==> src/rtl/seq_stage_pkg.sv <==
`default_nettype none
// ============================================================================
// Module      : seq_stage_pkg
// Description : Shared types and helpers for the stage sequencer.
// Revision    : 1.0 - initial release
// ============================================================================
package seq_stage_pkg;

  // Sequencer states; IDLE must stay at encoding 0 so reset lands there
  typedef enum logic [2:0] {
    IDLE   = 3'd0,
    LAUNCH = 3'd1,
    WAIT   = 3'd2,
    FIN    = 3'd3,
    ERR    = 3'd4,
    ABORT  = 3'd5
  } state_t;

  // Width of a stage index; a single-stage build still gets a 1-bit index
  function automatic int unsigned idx_width(input int unsigned n);
    return (n <= 1) ? 1 : $clog2(n);
  endfunction

endpackage
`default_nettype wire

==> src/rtl/seq_next_sel.sv <==
`default_nettype none
// ============================================================================
// Module      : seq_next_sel
// Description : Lowest-set-bit finder. mode=0 searches the whole mask
//               ("first"), mode=1 searches only bits strictly above cur_idx
//               ("next"). idx is 0 when nothing is found.
// Revision    : 1.0 - initial release
// ============================================================================
module seq_next_sel #(
  parameter int unsigned N  = 3,
  parameter int unsigned IW = 2
) (
  input  logic [N-1:0]  mask,
  input  logic [IW-1:0] cur_idx,
  input  logic          mode,
  output logic          found,
  output logic [IW-1:0] idx
);

  // Scan from the top down so the last hit written is the lowest eligible bit
  always_comb begin
    found = 1'b0;
    idx   = '0;
    for (int i = N - 1; i >= 0; i--) begin
      if (mask[i] && (!mode || (i > int'(cur_idx)))) begin
        found = 1'b1;
        idx   = IW'(i);
      end
    end
  end

endmodule
`default_nettype wire

==> src/rtl/seq_stage_ctrl.sv <==
`default_nettype none
// ============================================================================
// Module      : seq_stage_ctrl
// Description : Moore sequencer that launches enabled sub-units in index
//               order, waits for each done strobe, and reports completion,
//               per-stage timeout or abort with one-cycle pulses.
// Revision    : 1.0 - initial release
// ============================================================================
module seq_stage_ctrl
  import seq_stage_pkg::*;
#(
  parameter int unsigned NUM_STAGES     = 3,
  parameter int unsigned TIMEOUT_CYCLES = 1024,
  parameter int unsigned IDX_W          = idx_width(NUM_STAGES)
) (
  input  logic                  clk,
  input  logic                  reset_n,
  input  logic                  start,
  input  logic                  abort,
  input  logic [NUM_STAGES-1:0] stage_en,
  input  logic [NUM_STAGES-1:0] done_in,
  output logic [NUM_STAGES-1:0] start_out,
  output logic                  busy,
  output logic [IDX_W-1:0]      cur_stage,
  output logic                  done,
  output logic                  error,
  output logic [IDX_W-1:0]      err_stage,
  output logic                  aborted
);

  localparam int unsigned         c_TW       = (TIMEOUT_CYCLES == 0) ? 1 : $clog2(TIMEOUT_CYCLES + 1);
  localparam bit                  c_TMO_EN   = (TIMEOUT_CYCLES != 0);
  localparam logic [c_TW-1:0]     c_TMO_LAST = c_TW'(TIMEOUT_CYCLES - 1);

  state_t                r_state, w_state_nxt;
  logic [IDX_W-1:0]      r_idx, w_idx_nxt;
  logic [c_TW-1:0]       r_timer, w_timer_nxt;
  logic [NUM_STAGES-1:0] r_mask, w_mask_nxt;
  logic [IDX_W-1:0]      r_err_stage, w_err_nxt;

  logic [NUM_STAGES-1:0] w_sel_mask;
  logic                  w_sel_mode;
  logic                  w_sel_found;
  logic [IDX_W-1:0]      w_sel_idx;

  // In IDLE the finder looks at the live enable mask (it becomes mask_q this
  // edge); afterwards it searches the captured mask above the current stage.
  assign w_sel_mask = (r_state == IDLE) ? stage_en : r_mask;
  assign w_sel_mode = (r_state != IDLE);

  seq_next_sel #(
    .N  (NUM_STAGES),
    .IW (IDX_W)
  ) u_next_sel (
    .mask    (w_sel_mask),
    .cur_idx (r_idx),
    .mode    (w_sel_mode),
    .found   (w_sel_found),
    .idx     (w_sel_idx)
  );

  // State, stage index, timer, mask and error index registers
  always_ff @(posedge clk or negedge reset_n) begin
    if (!reset_n) begin
      r_state     <= IDLE;
      r_idx       <= '0;
      r_timer     <= '0;
      r_mask      <= '0;
      r_err_stage <= '0;
    end else begin
      r_state     <= w_state_nxt;
      r_idx       <= w_idx_nxt;
      r_timer     <= w_timer_nxt;
      r_mask      <= w_mask_nxt;
      r_err_stage <= w_err_nxt;
    end
  end

  // Next-state logic; in WAIT abort beats done_in[idx], which beats timeout
  always_comb begin
    w_state_nxt = r_state;
    w_idx_nxt   = r_idx;
    w_timer_nxt = r_timer;
    w_mask_nxt  = r_mask;
    w_err_nxt   = r_err_stage;
    unique case (r_state)
      IDLE: begin
        if (start) begin
          w_mask_nxt  = stage_en;
          w_err_nxt   = '0;
          w_idx_nxt   = w_sel_idx;
          w_state_nxt = w_sel_found ? LAUNCH : FIN;
        end
      end
      LAUNCH: begin
        w_timer_nxt = '0;
        w_state_nxt = abort ? ABORT : WAIT;
      end
      WAIT: begin
        if (abort) begin
          w_state_nxt = ABORT;
        end else if (done_in[r_idx]) begin
          if (w_sel_found) begin
            w_idx_nxt   = w_sel_idx;
            w_state_nxt = LAUNCH;
          end else begin
            w_state_nxt = FIN;
          end
        end else if (c_TMO_EN && (r_timer == c_TMO_LAST)) begin
          w_err_nxt   = r_idx;
          w_state_nxt = ERR;
        end else if (r_timer != '1) begin
          w_timer_nxt = r_timer + 1'b1;
        end
      end
      FIN, ERR, ABORT: w_state_nxt = IDLE;
      default:         w_state_nxt = IDLE;
    endcase
  end

  // Outputs decoded purely from registered state, index and error index
  assign start_out = (r_state == LAUNCH) ? (NUM_STAGES'(1) << r_idx) : '0;
  assign busy      = (r_state != IDLE);
  assign cur_stage = busy ? r_idx : '0;
  assign done      = (r_state == FIN);
  assign error     = (r_state == ERR);
  assign aborted   = (r_state == ABORT);
  assign err_stage = r_err_stage;

endmodule
`default_nettype wire

==> config.mk <==
export PLATFORM = sky130hd
export DESIGN_NAME = seq_stage_ctrl
export DESIGN_NICKNAME = d
export VERILOG_FILES = /design/src/rtl/seq_stage_pkg.sv /design/src/rtl/seq_next_sel.sv /design/src/rtl/seq_stage_ctrl.sv
export SDC_FILE = /design/constraint.sdc
export NUM_CORES = 1
export LEC_CHECK = 0
export BUFFER_PORTS_ARGS = -buffer_cell sky130_fd_sc_hd__buf_2
export CAP_MARGIN = 0
export CORE_ASPECT_RATIO = 0.75
export CORE_UTILIZATION = 45
export DETAILED_ROUTE_END_ITERATION = 8
export GPL_TIMING_DRIVEN = 0
export PLACE_DENSITY = 0.66
export SLEW_MARGIN = 10
export SYNTH_ARGS = -nofsm -noshare
export SYNTH_HDL_FRONTEND = slang
export SYNTH_SLANG_ARGS = --single-unit
==> constraint.sdc <==
create_clock -name clk -period 2.26 [get_ports clk]
set_input_delay 0.452 -clock clk [delete_from_list [all_inputs] [get_ports clk]]
set_output_delay 0.452 -clock clk [all_outputs]
set_load 0.02 [all_outputs]
==> impl_metrics.ini <==
[pwr]
ir_drop_mv = 0.531
swShare = 0.453
clock_power_share = 0.146
p_int_uw = 868
combPwrFrac = 0.546
switchingPower_uw = 719
finalPower_mw = 1.59
power_density_nw_per_um2 = 1060
p_seq_frac = 0.307
power.leakage_nw = 0.665

[floorplan]
initial_core_util = 0.490
die_area_sq_um = 3140
die-width_um = 64.4
die_h_um = 48.8
ioPinCount = 21
core_sq_um = 2680
fp-row-count = 16

[final_layout]
nets = 183
antenna_cells = 0
n_fill_cell = 276
stdcell_area_sq_um = 1500
drive_above_1_share = 0.253
seqCellArea_sq_um = 500
areaGrowthSynthToFinish_pct = 14.1
final_cells = 206
multiInputGateArea_sq_um = 736

[clocking]
root_buffer = clkbuf_8
cts_hold_buf = 0
htree_levels = 1
cts_setup_buffers = 0
cts.sinks = 20
numCtsBuffers = 3
clock_latency_ns = 0.26
path_clk_slew_ns = 0.07
cts_tree = yes
cts_buffer_depth = 2

[critical_path]
crit_end = start_out[1]
crit_fanout = 10
crit_arrival_ns = 1.66
cp-startpoint = r_state[1]
r2r_cells = 6
startpoint_type = flip-flop
regToRegSetupSlack_ns = 0.29
critPathCaptureType = output pin
cp.required_ns = 1.81
r2r_end = r_idx[1]
regToRegStartpoint = r_state[1]
crit_type = flip-flop to output pin

[route]
drc_errors = 0
dr_wl_met3_um = 141
ant_nets = 0
drtPass1Iterations = 4
vias = 1185
wl_met1_um = 1550
met2_length_um = 1270
detail_route.vias_per_cell = 5.75
drt-total-wl_um = 2990
highest_layer = met4
routedWlPerCell_um = 14.5
drt_iter0_drc = 98

[timing]
final-hold-violation-count = 0
max-slew-margin-rel = 0.604
final_max_slew_viol_count = 0
finalCritPeriodShare = 0.936
fmax_ghz = 0.473
skew_ns = 0.00372
final-setup-viol-count = 0
tightest_slew_ns = 0.591
setup_tns_ns = 0
period_needed_ns = 2.11
rsz0062_at_grt = no

[placement]
postPlaceCellArea_sq_um = 1460
dp.cells = 204
port_buffers = 20
place_hpwl_um = 2280
place.gp.congestion = 0.850

[global_routing]
grt_pass1_wl_um = 5180
grt_use_total = 0.220
grt_pass1_vias = 1063
gr-total-overflow = 0
grt_max_degree = 21
antenna_found_initial = 0

[logic_synthesis]
ys_ff_latch = 20
synth.area.top_cells = dfrtp_1, o21ai_0, nor2_1, nand3_1, nor3_1
synthMostInstantiatedCell = dfrtp_1
syn_area_sq_um = 1310
avgSynthCellArea_sq_um = 8.88
syn_nets = 159
ys_seq_area_frac = 0.381
syn_inst = 148
synth_top_area_frac = 0.381
synth_area_leader_cell = dfrtp_1
ys.warnings.count = 0
async_flop_share = 1.00
ys.flop_type = dfrtp_1
synth_cell_type_count = 47
synth_edf_count = 0
synthTopCellsByCount = dfrtp_1, nor2_1, o21ai_0

[job]
cap_violations = 0

[outcome]
status = finished, final reports clean

[worst_hold_path]
hold_class = primary input to asynchronous set/reset pin
per-layer routing:
layer	vias to the layer above	track usage
met3	5	0.0514
met1	570	0.342
met5	-	0
met2	30	0.298
met4	0	0.0704
li1	580	-
power groups by stage:
stage / Sequential (mW) / Combinational [mW] / Clock, mW
final: 0.488 / 0.867 / 0.232
after detailed placement: 0.494 / 0.866 / 0
after global routing: 0.497 / 0.962 / 0.251
after floorplan: 0.477 / 0.660 / 0
after global placement: 0.490 / 0.850 / 0
after CTS: 0.487 / 0.872 / 0.237
state kept, by name (all words and copies together) (netlist names):
| register | count |
|---|---|
| r_state | 3 |
| r_mask | 2 |
| err_stage | 2 |
| r_timer | 11 |
| r_idx | 2 |
worst min-delay path by stage:
stage,start,end,slack [ns],depth (start not counted)
floorplan,reset_n,err_stage[0],0.16,0
global placement,reset_n,r_idx[1],0.42,1
detailed placement,reset_n,r_idx[0],0.43,1
CTS,reset_n,r_mask[2],0.15,1
global route,reset_n,r_mask[2],0.16,1
finish,reset_n,r_idx[0],0.13,1
cells in the final DEF (no fill, tap or decap), types with 3 or more instances in the layout:
master	Yosys	layout
buf_2	4	24
dfrtp_1	20	20
nor2_1	15	15
o21ai_0	13	13
inv_1	9	9
nor3_1	8	8
nand2_1	8	8
nand3_1	8	8
a21oi_1	6	6
nand2b_1	5	4
xnor2_1	4	4
mux2_2	3	3
mux2i_1	3	3
nand3b_1	3	3
a31oi_1	3	3
clkbuf_8	0	3
kinds of logic after synthesis:
family                     count (synthesis)  share of synthesized area
AOI/OAI and AO/OA                         40                      0.210
xor gates and xnor gates                   4                     0.0267
adders and majority gates                  1                    0.00952
buffers and inverters                     16                     0.0609
DFF                                       20                      0.381
muxes                                      6                     0.0486
and+or+nand+nor                           61                      0.264
critical path, stage by stage (launching register included):
cell and delay (ns):
dfrtp_1 0.42, buf_6 0.16, nand2b_1 0.17, nand2b_2 0.29
nor3_1 0.17, buf_2 0.19
metrics by stage:
stage                     hold slack (ns)   util  setup WS, ns
after floorplan                     0.156      -         0.368
after global placement              0.420  0.544         0.190
after detailed placement            0.434  0.544         0.189
after CTS                           0.152  0.559        0.0269
after global routing                0.161  0.559        0.0344
final                               0.130  0.559         0.145
what timing repair did:
action / in CTS / in global routing
gates resized for setup: 0 / 1
setup endpoints to repair: 0 / 3
endpoints found under the hold margin: 0 / 0
final cells by class:
cell class | instances | share of cell area
inverter | 9 | 0.0225
sequential | 20 | 0.334
timing repair buffer | 20 | 0.0668
clock buffer | 3 | 0.0275
buffer | 6 | 0.0284
multi-input combinational | 112 | 0.491
tap | 36 | 0.0301
No activity file was read; power rests on OpenSTA's default activity.
